[src/rtl/alu_pkg.sv]
// Shared types and constants for the streaming ALU: op-code enums, channel
// indices, the b-operand guard value and the interrupt index helper.
package alu_pkg;

  typedef enum logic [1:0] {
    A_AND  = 2'd0,
    A_NAND = 2'd1,
    A_OR   = 2'd2,
    A_XOR  = 2'd3
  } op_a_e;

  typedef enum logic [1:0] {
    B_XNOR = 2'd0,
    B_AND  = 2'd1,
    B_NOR  = 2'd2,
    B_OR   = 2'd3
  } op_b_e;

  localparam logic CHAN_A  = 1'b0;
  localparam logic CHAN_B  = 1'b1;
  localparam int   N_IRQ   = 8;
  localparam int   GUARD_B = 3;

  // Interrupt match/mask slot for a given channel and op: {chan, op}.
  function automatic logic [2:0] irq_idx(input logic chan, input logic [1:0] op);
    return {chan, op};
  endfunction

endpackage

[src/rtl/alu_stream_core.sv]
// Combinational compute stage: decodes channel/op, evaluates the result,
// flags whether the command produces a result and reports its irq slot.
module alu_stream_core
  import alu_pkg::*;
#(
  parameter int WIDTH = 8
) (
  input  logic             enable_a,
  input  logic             enable_b,
  input  logic [1:0]       op_a,
  input  logic [1:0]       op_b,
  input  logic [WIDTH-1:0] a,
  input  logic [WIDTH-1:0] b,
  output logic [WIDTH-1:0] result,
  output logic             produce,
  output logic [2:0]       idx
);

  logic b_guard;
  logic b_zero;
  logic a_ones;

  assign b_guard = (b == WIDTH'(GUARD_B));
  assign b_zero  = (b == '0);
  assign a_ones  = &a;

  always_comb begin
    // NOTE: every output gets a default first so no path leaves it unassigned (no latches).
    result  = '0;
    produce = 1'b0;
    idx     = '0;
    if (enable_a && !enable_b) begin
      idx     = irq_idx(CHAN_A, op_a);
      produce = 1'b1;
      unique case (op_a_e'(op_a))
        A_AND: begin
          result  = a & b;
          produce = !b_zero;
        end
        A_NAND: begin
          result  = ~(a & b);
          produce = !a_ones && !b_guard;
        end
        A_OR:  result = a | b;
        A_XOR: result = a ^ b;
      endcase
    end else if (enable_b && !enable_a) begin
      idx     = irq_idx(CHAN_B, op_b);
      produce = 1'b1;
      unique case (op_b_e'(op_b))
        B_XNOR: result = ~(a ^ b);
        B_AND: begin
          result  = a & b;
          produce = !b_guard;
        end
        B_NOR: begin
          result  = ~(a | b);
          produce = !b_guard;
        end
        B_OR:  result = a | b;
      endcase
    end
  end

endmodule

[src/rtl/alu_stream.sv]
// Streaming ALU top: valid/ready handshake, one-deep output register, sticky
// interrupt and saturating counters. Optional ALU_PARITY_EN adds alu_out_par.
module alu_stream
  import alu_pkg::*;
#(
  parameter int WIDTH = 8,
  parameter int CNT_W = 16
) (
  input  logic                   alu_clk,
  input  logic                   rst_n,
  input  logic                   alu_in_valid,
  output logic                   alu_in_ready,
  input  logic                   alu_enable_a,
  input  logic                   alu_enable_b,
  input  logic [1:0]             alu_op_a,
  input  logic [1:0]             alu_op_b,
  input  logic [WIDTH-1:0]       alu_in_a,
  input  logic [WIDTH-1:0]       alu_in_b,
  input  logic [N_IRQ*WIDTH-1:0] alu_irq_match,
  input  logic [N_IRQ-1:0]       alu_irq_mask,
  input  logic                   alu_irq_clr,
  output logic                   alu_out_valid,
  input  logic                   alu_out_ready,
  output logic [WIDTH-1:0]       alu_out,
  output logic                   alu_irq,
  output logic                   alu_drop,
  output logic [CNT_W-1:0]       alu_drop_cnt,
`ifdef ALU_PARITY_EN
  output logic                   alu_out_par,
`endif
  output logic [CNT_W-1:0]       alu_irq_cnt
);

  logic [WIDTH-1:0] result;
  logic             produce;
  logic [2:0]       idx;
  logic             accept;
  logic             produced;
  logic             dropped;
  logic             irq_set;
  logic [WIDTH-1:0] match_arr [N_IRQ];

  alu_stream_core #(.WIDTH(WIDTH)) u_core (
    .enable_a (alu_enable_a),
    .enable_b (alu_enable_b),
    .op_a     (alu_op_a),
    .op_b     (alu_op_b),
    .a        (alu_in_a),
    .b        (alu_in_b),
    .result   (result),
    .produce  (produce),
    .idx      (idx)
  );

  always_comb begin
    for (int i = 0; i < N_IRQ; i++) begin
      match_arr[i] = alu_irq_match[i*WIDTH +: WIDTH];
    end
  end

  // A stalled beat blocks new commands; a consumed beat frees the slot the same cycle.
  assign alu_in_ready = !alu_out_valid || alu_out_ready;
  assign accept       = alu_in_valid && alu_in_ready;
  assign produced     = accept && produce;
  assign dropped      = accept && !produce;
  assign irq_set      = produced && alu_irq_mask[idx] && (result == match_arr[idx]);

  always_ff @(posedge alu_clk or negedge rst_n) begin
    if (!rst_n) begin
      alu_out       <= '0;
      alu_out_valid <= 1'b0;
      alu_irq       <= 1'b0;
      alu_drop      <= 1'b0;
      alu_drop_cnt  <= '0;
      alu_irq_cnt   <= '0;
`ifdef ALU_PARITY_EN
      alu_out_par   <= 1'b0;
`endif
    end else begin
      // NOTE: state registers use non-blocking assignments so every flop samples pre-edge values.
      alu_drop <= dropped;

      // alu_out is left untouched on drops and handshakes; only a new result replaces it.
      if (produced) begin
        alu_out       <= result;
        alu_out_valid <= 1'b1;
`ifdef ALU_PARITY_EN
        alu_out_par   <= ^result;
`endif
      end else if (alu_out_ready) begin
        alu_out_valid <= 1'b0;
      end

      if (irq_set) begin
        alu_irq <= 1'b1;
      end else if (alu_irq_clr) begin
        alu_irq <= 1'b0;
      end

      if (dropped && !(&alu_drop_cnt)) begin
        alu_drop_cnt <= alu_drop_cnt + CNT_W'(1);
      end
      if (irq_set && !(&alu_irq_cnt)) begin
        alu_irq_cnt <= alu_irq_cnt + CNT_W'(1);
      end
    end
  end

endmodule

[config.mk]
export PLATFORM = sky130hd
export DESIGN_NAME = alu_stream
export DESIGN_NICKNAME = d
export VERILOG_FILES = /design/src/rtl/alu_pkg.sv /design/src/rtl/alu_stream_core.sv /design/src/rtl/alu_stream.sv
export SDC_FILE = /design/constraint.sdc
export NUM_CORES = 1
export LEC_CHECK = 0
export BUFFER_PORTS_ARGS = -buffer_cell sky130_fd_sc_hd__buf_2
export CAP_MARGIN = 20
export CORE_ASPECT_RATIO = 2
export CORE_MARGIN = 3
export CORE_UTILIZATION = 50
export CTS_CLUSTER_DIAMETER = 40
export CTS_CLUSTER_SIZE = 8
export DETAILED_ROUTE_END_ITERATION = 8
export PLACE_DENSITY = 0.82
export SLEW_MARGIN = 25
export SYNTH_ARGS = -nofsm -noshare
export SYNTH_HDL_FRONTEND = slang
export SYNTH_HIERARCHICAL = 1
export SYNTH_SLANG_ARGS = --single-unit
[constraint.sdc]
create_clock -name alu_clk -period 2.6 [get_ports alu_clk]
set_input_delay 0 -clock alu_clk [delete_from_list [all_inputs] [get_ports alu_clk]]
set_output_delay 0 -clock alu_clk [all_outputs]
set_load 0.01 [all_outputs]
# Word-level counts from Yosys, hierarchy flattened
# Cells that the tools add are included.
dict set report op_classes {
  add_sub_neg 2
  mul 0
  div 0
  magnitude_cmp 2
  eq_ne 8
  n_shift 0
  n_mux 19
  bitwise_logic 7
  reduce_logical 29
}
# cell count
set ops {}
lappend ops {{8-bit case mux with 4 select lines} 2}
lappend ops {{16-bit by 1-bit adder with 16-bit output (second input constant)} 2}
lappend ops {{8-bit 2-to-1 mux} 4}
lappend ops {{16-bit AND reduction} 2}
lappend ops {{8-bit binary-select mux with 3-bit select} 1}
lappend ops {{8-bit NOT} 3}
lappend ops {{1-bit logical AND} 10}
lappend ops {{1-bit logical NOT} 9}
lappend ops {{8-bit AND} 1}
lappend ops {{2-bit == test (second input constant)} 4}
lappend ops {{8-bit by 2-bit == test with 1-bit output (second input constant)} 1}
lappend ops {{8-bit == test} 1}
lappend ops {{8-bit logical NOT} 1}
lappend ops {{1-bit 2-to-1 mux} 8}
lappend ops {{8-bit bitwise OR} 1}
lappend ops {{8-bit AND reduction} 1}
lappend ops {{8-bit bitwise XOR} 1}
lappend ops {{3-bit 2-to-1 mux} 2}
lappend ops {{2-bit by 1-bit == test with 1-bit output (second input constant)} 2}
lappend ops {{4-bit greater-or-equal comparator (second input constant)} 1}
lappend ops {{2-bit logical NOT} 2}
lappend ops {{3-bit by 4-bit < comparator with 1-bit output (second input constant)} 1}
lappend ops {{3-bit NOT with 4-bit output} 1}
lappend ops {{2-bit nonzero test} 2}
lappend ops {{4 further kinds} 4}
dict set report word_totals {
  register_bits 43
  latchBits 0
  ram_bits 0
  mem_bits_ro 0
  input_bits 99
  out_inout_bits 44
  word_cells 73
  memories 0
}

# Depth between registers and ports, before layout
dict set report depth {
  word_depth 11
  depth_mapped 14
  depth_no_buf 11
}

# By module
# The synthesis kept the hierarchy.
# module n_inst cells_per_inst area_per_inst_um2 seq_area_each_um2
set modules_own_cells {}
lappend modules_own_cells {alu_stream 1 232 2682.6 1076.0}
lappend modules_own_cells {alu_stream_core 1 149 969.7 0.0}

# Worst setup path before layout
# No wires, ideal clock.
dict set report synth_timing {
  path_kind {input to register}
  start {in alu_op_a[1]}
  end {reg alu_irq_cnt[1]}
  setup_time_ns 0.125
  arrival_time_ns 2.562
  required_ns 2.475
  slack_ns -0.087
  cell_stages 12
  n_path_buf 4
  path_cell_list {clkbuf_1 -> clkbuf_1 -> nand2_1 -> o21ai_0 -> buf_6 -> buf_12 -> mux2i_1 -> mux4_2 -> xnor2_1 -> nor4_4 -> nand3_2 -> mux2_4}
}
dict set report synth_between {
  elab_chain_cells 8
  elab_cells_between_ends 20
  classes_between {eq/ne (4); mux (10); bitwise (1); reduce/logical (5)}
}
# element line_no
set synth_lines {}
lappend synth_lines {{start: declaration} alu_stream.sv:15} ;# input logic [1:0] alu_op_a,
lappend synth_lines {{3-bit 2-to-1 mux *} alu_stream_core.sv:32} ;# if (enable_a && !enable_b) begin
lappend synth_lines {{named net idx[1]} alu_stream.sv:36} ;# logic [2:0] idx;
lappend synth_lines {{3-bit NOT with 4-bit output (not written as such)} alu_stream.sv:66} ;# assign irq_set = produced && alu_irq_mask[idx] && (result == match_arr[idx]);
lappend synth_lines {{8-bit binary-select mux with 3-bit select} alu_stream.sv:66}
lappend synth_lines {{8-bit 2-to-1 mux (not written as such) (2 in a row)} alu_stream.sv:66}
lappend synth_lines {{8-bit == test} alu_stream.sv:66}
lappend synth_lines {{1-bit logical AND *} alu_stream.sv:66}
lappend synth_lines {{1-bit logical AND *} alu_stream.sv:103} ;# if (irq_set && !(&alu_irq_cnt)) begin
lappend synth_lines {{end signal: assignment} alu_stream.sv:104} ;# alu_irq_cnt <= alu_irq_cnt + CNT_W'(1);
lappend synth_lines {{end: declaration} alu_stream.sv:31} ;# output logic [CNT_W-1:0] alu_irq_cnt
# Mark *: on every way through the listed nets, which the timed path passes. The rest lies on a longest branch. The select of a mux whose other input is x is not followed.
# A chain may end at the register's enable or synchronous reset.

# Final worst setup path
dict set report layout_timing {
  start {in alu_enable_a}
  end {reg alu_irq_cnt[4]}
}
dict set report layout_between {
  elab_chain_cells 11
  elab_cells_between_ends 20
  classes_between {eq/ne (1); mux (11); bitwise (1); reduce/logical (7)}
}
# element line_no
set layout_lines {}
lappend layout_lines {{start: declaration} alu_stream.sv:13} ;# input logic alu_enable_a,
lappend layout_lines {{1-bit logical NOT} alu_stream_core.sv:47} ;# end else if (enable_b && !enable_a) begin
lappend layout_lines {{1-bit logical AND} alu_stream_core.sv:47}
lappend layout_lines {{3-bit 2-to-1 mux} alu_stream_core.sv:47}
lappend layout_lines {{3-bit 2-to-1 mux *} alu_stream_core.sv:32}
lappend layout_lines {{named net idx[0]} alu_stream.sv:36}
lappend layout_lines {{3-bit NOT with 4-bit output (not written as such)} alu_stream.sv:66}
lappend layout_lines {{8-bit binary-select mux with 3-bit select} alu_stream.sv:66}
lappend layout_lines {{8-bit 2-to-1 mux (not written as such) (2 in a row)} alu_stream.sv:66}
lappend layout_lines {{8-bit == test} alu_stream.sv:66}
lappend layout_lines {{1-bit logical AND *} alu_stream.sv:66}
lappend layout_lines {{1-bit logical AND *} alu_stream.sv:103}
# Marks and branches as above.

==> metrics.yaml <==
outcome:
  outcome: "complete, no violations"
clock_network:
  cts_root_buffer: "clkbuf_16"
  cts.sinks: 43
  clkLatencyLatePin_ns: 0.28
  cts-buffers-inserted: 5
  cts_max_path_buffers: 2
  cts_tree: "yes"
  clk_pin_slew_ns: 0.06
  htreeDepth: 2
  ctsResizeCount: 0
global_routing:
  grt-ovfl-total: 0
  antenna_found_initial: 2
  grt_start_max_net_pins: 44
  grt_usage: 0.258
  grt_pass1_wl_um: 17000
  grt_pass1_vias: 3537
sta:
  max_freq_mhz: 423
  final-hold-violation-count: 0
  setup_viol: 0
  tightest_slew_ns: 0.613
  fin_crit_ns: 2.37
  whs_ns: 0.0222
  fin_crit_sh: 0.910
  fin_setup_tns_ns: 0
  slew-limit-headroom: 0.581
  skew_ns: 0.00466
  drv_slew: 0
  rsz0062_at_grt: "no"
critical_path:
  crit_family: "multiplexers"
  cp_max_fo: 17
  path_class: "input port to flop"
  cp-end-kind: "flop"
  worstPathArrival_ns: 2.53
  rr_worst_depth: 7
  crit_path_top_delay_cell: "mux4_2"
  regToRegSetupSlack_ns: 0.36
  crit_path_cell_trace: "buf_2 > nand2b_1 > o21ai_2 > buf_12 > mux4_2 > mux2i_1 > xnor2_1 > nor4_4 > buf_4 > buf_4 > nand4_1 > xnor2_1"
  required_ns: 2.76
  slowest_delay_ns: 0.51
  r2r-end: "alu_irq_cnt[8]$_DFFE_PN0P_"
  critPathBufInv: 4
  reg2reg_from: "alu_irq_cnt[0]$_DFFE_PN0P_"
  start_kind: "input port"
drt:
  ant_nets: 0
  viasPerCell: 5.56
  first_pass_iters: 8
  drc: 0
  drt-total-wl_um: 10900
  dr.first_iter.drc_count: 208
  wl_per_cell_um: 17.2
  num_vias: 3515
floorplanning:
  die_area_um2: 8430
  io_pins: 143
  die_y_um: 127
  fp.coreArea_um2: 6990
  floorplan.initialDensity: 0.522
  rows: 43
  dieWidth_um: 66.4
yosys:
  syn_nets: 502
  ys_ff_latch: 43
  synth_area_um2: 3650
  synthCells: 381
  yosys_most_used_dff: "dfrtp_1"
  async_flop_share: 1.00
  ys_warn_count: 6
  synth_cell_types: 44
  syn-mean-instance-area_um2: 9.59
  synth-edff-count: 0
  yosysSeqAreaShare: 0.295
placed_design:
  hpwl_um: 9020
  io_buffers: 142
  globalplace.congestion: 0.933
finish:
  nets: 660
  area_growth_pct: 31.2
  drive_gt1_frac: 0.387
  register_area_um2: 1080
  fillers: 576
  multi_input_area_um2: 2330
min_path:
  hp-start: "alu_in_valid"
  worstHoldEndpoint: "alu_drop$_DFF_PN0_"
  hp-class: "input port to flop"
  whs_path_depth: 3
power:
  leakage_nw: 2.47
  peakVddDrop_uv: 624
  p_per_area_nw_per_um2: 458
run:
  drv_cap: 0
## cell type report
| class | instances | area share |
|---|---|---|
| antenna | 2 | 0.00104 |
| multi-input combinational | 288 | 0.487 |
| inverter | 30 | 0.0235 |
| sequential | 43 | 0.225 |
| clock buffer | 5 | 0.0261 |
| clock inverter | 3 | 0.00914 |
| timing repair buffer | 171 | 0.205 |
| tap | 90 | 0.0235 |
## per-stage QoR
stage	power [mW]	cell area [µm²]	instances	setup slack, ns	utilization
6_report	2.19	4790	632	0.234	0.685
5_1_grt	2.31	4790	632	0.0503	0.685
4_1_cts	2.20	4770	629	0.231	0.681
3_5_place_dp	1.50	4580	619	-0.0536	0.654
3_3_place_gp	1.47	4580	619	-0.0102	0.654
2_1_floorplan	1.21	3650	381	0.0107	-
## state kept, by name, summed over array words and instances (netlist names)
| name | cells |
|---|---|
| alu_irq | 1 |
| alu_out | 8 |
| alu_irq_cnt | 16 |
| alu_drop | 1 |
| alu_out_valid | 1 |
| alu_drop_cnt | 16 |
## repair_timing
item | 4_1_cts | 5_1_grt
hold buffers | 2 | 0
setup buffers | 0 | 0
endpoints found under the hold margin | 44 | 0
## synthesized netlist by cell type, types with 3 or more instances
cell type,number,area share
dfrtp_1,43,0.29
xnor2_1,33,0.079
mux2i_1,31,0.085
inv_1,30,0.031
nand2_1,27,0.028
ha_1,22,0.075
nand4_1,20,0.034
a21oi_1,19,0.026
mux2_2,18,0.055
and3_1,17,0.029
nor2_1,15,0.015
o22ai_1,12,0.021
clkbuf_1,10,0.010
nand3_1,10,0.014
o21ai_0,9,0.012
xor2_1,9,0.022
buf_6,6,0.018
mux4_2,5,0.031
nand2b_1,5,0.0086
nor2b_1,4,0.0069
a221oi_1,3,0.0072
and4_1,3,0.0072
o211ai_1,3,0.0062
## power breakdown
group | internal (mW) | switching (mW) | total, mW
Combinational | 0.341 | 0.342 | 0.682
Sequential | 0.742 | 0.0705 | 0.812
Clock | 0.452 | 0.245 | 0.698
Total | 1.53 | 0.657 | 2.19
## worst min-delay path, delay by kind of cell
family	cells	cell delay [ns]
buf+inv	1	0.11
simple gates	2	0.15
## routing by layer
| layer | GRT usage | wire length, µm | vias up |
|---|---|---|---|
| met2 | 0.496 | 6210 | 142 |
| met5 | 0 | 0 | - |
| met4 | 0.0695 | 230 | 0 |
| met3 | 0.0168 | 512 | 19 |
| li1 | - | - | 1682 |
| met1 | 0.295 | 3940 | 1672 |
## layout by cell type (no fill, tap or decap), types with 9 or more instances in the layout
cell,n
buf_4,23
xor2_1,9
nand4_1,20
nand3_1,10
nor2_1,15
dfrtp_1,43
mux2i_1,31
mux2_2,18
ha_1,22
inv_1,30
xnor2_1,33
and3_1,17
o22ai_1,12
buf_2,142
a21oi_1,19
nand2_1,27
## kinds of logic (layout without fill, tap and decap cells)
logic type	count (synthesis)	in the layout	synth area share
muxes	58	58	0.193
adders and majority gates	22	22	0.0754
other	0	2	0
and+or+nand+nor	114	114	0.181
xor gates and xnor gates	42	42	0.101
AOI/OAI and AO/OA	52	52	0.0870
DFF	43	43	0.295
buffers and inverters	50	209	0.0689
## how the worst max path moves through the flow
stage                             from                    endpoint  slack (ns)  cells past startpoint
after detailed placement  alu_enable_a  alu_irq_cnt[1]$_DFFE_PN0P_       -0.05                     11
after global routing       alu_op_b[0]  alu_irq_cnt[9]$_DFFE_PN0P_        0.05                     13
after CTS                 alu_enable_a  alu_irq_cnt[1]$_DFFE_PN0P_        0.23                     11
after floorplan           alu_enable_a  alu_irq_cnt[1]$_DFFE_PN0P_        0.01                     11
final                     alu_enable_a  alu_irq_cnt[4]$_DFFE_PN0P_        0.23                     12
after global placement    alu_enable_a  alu_irq_cnt[1]$_DFFE_PN0P_       -0.01                     11
Power figures use the tool's default switching activity.
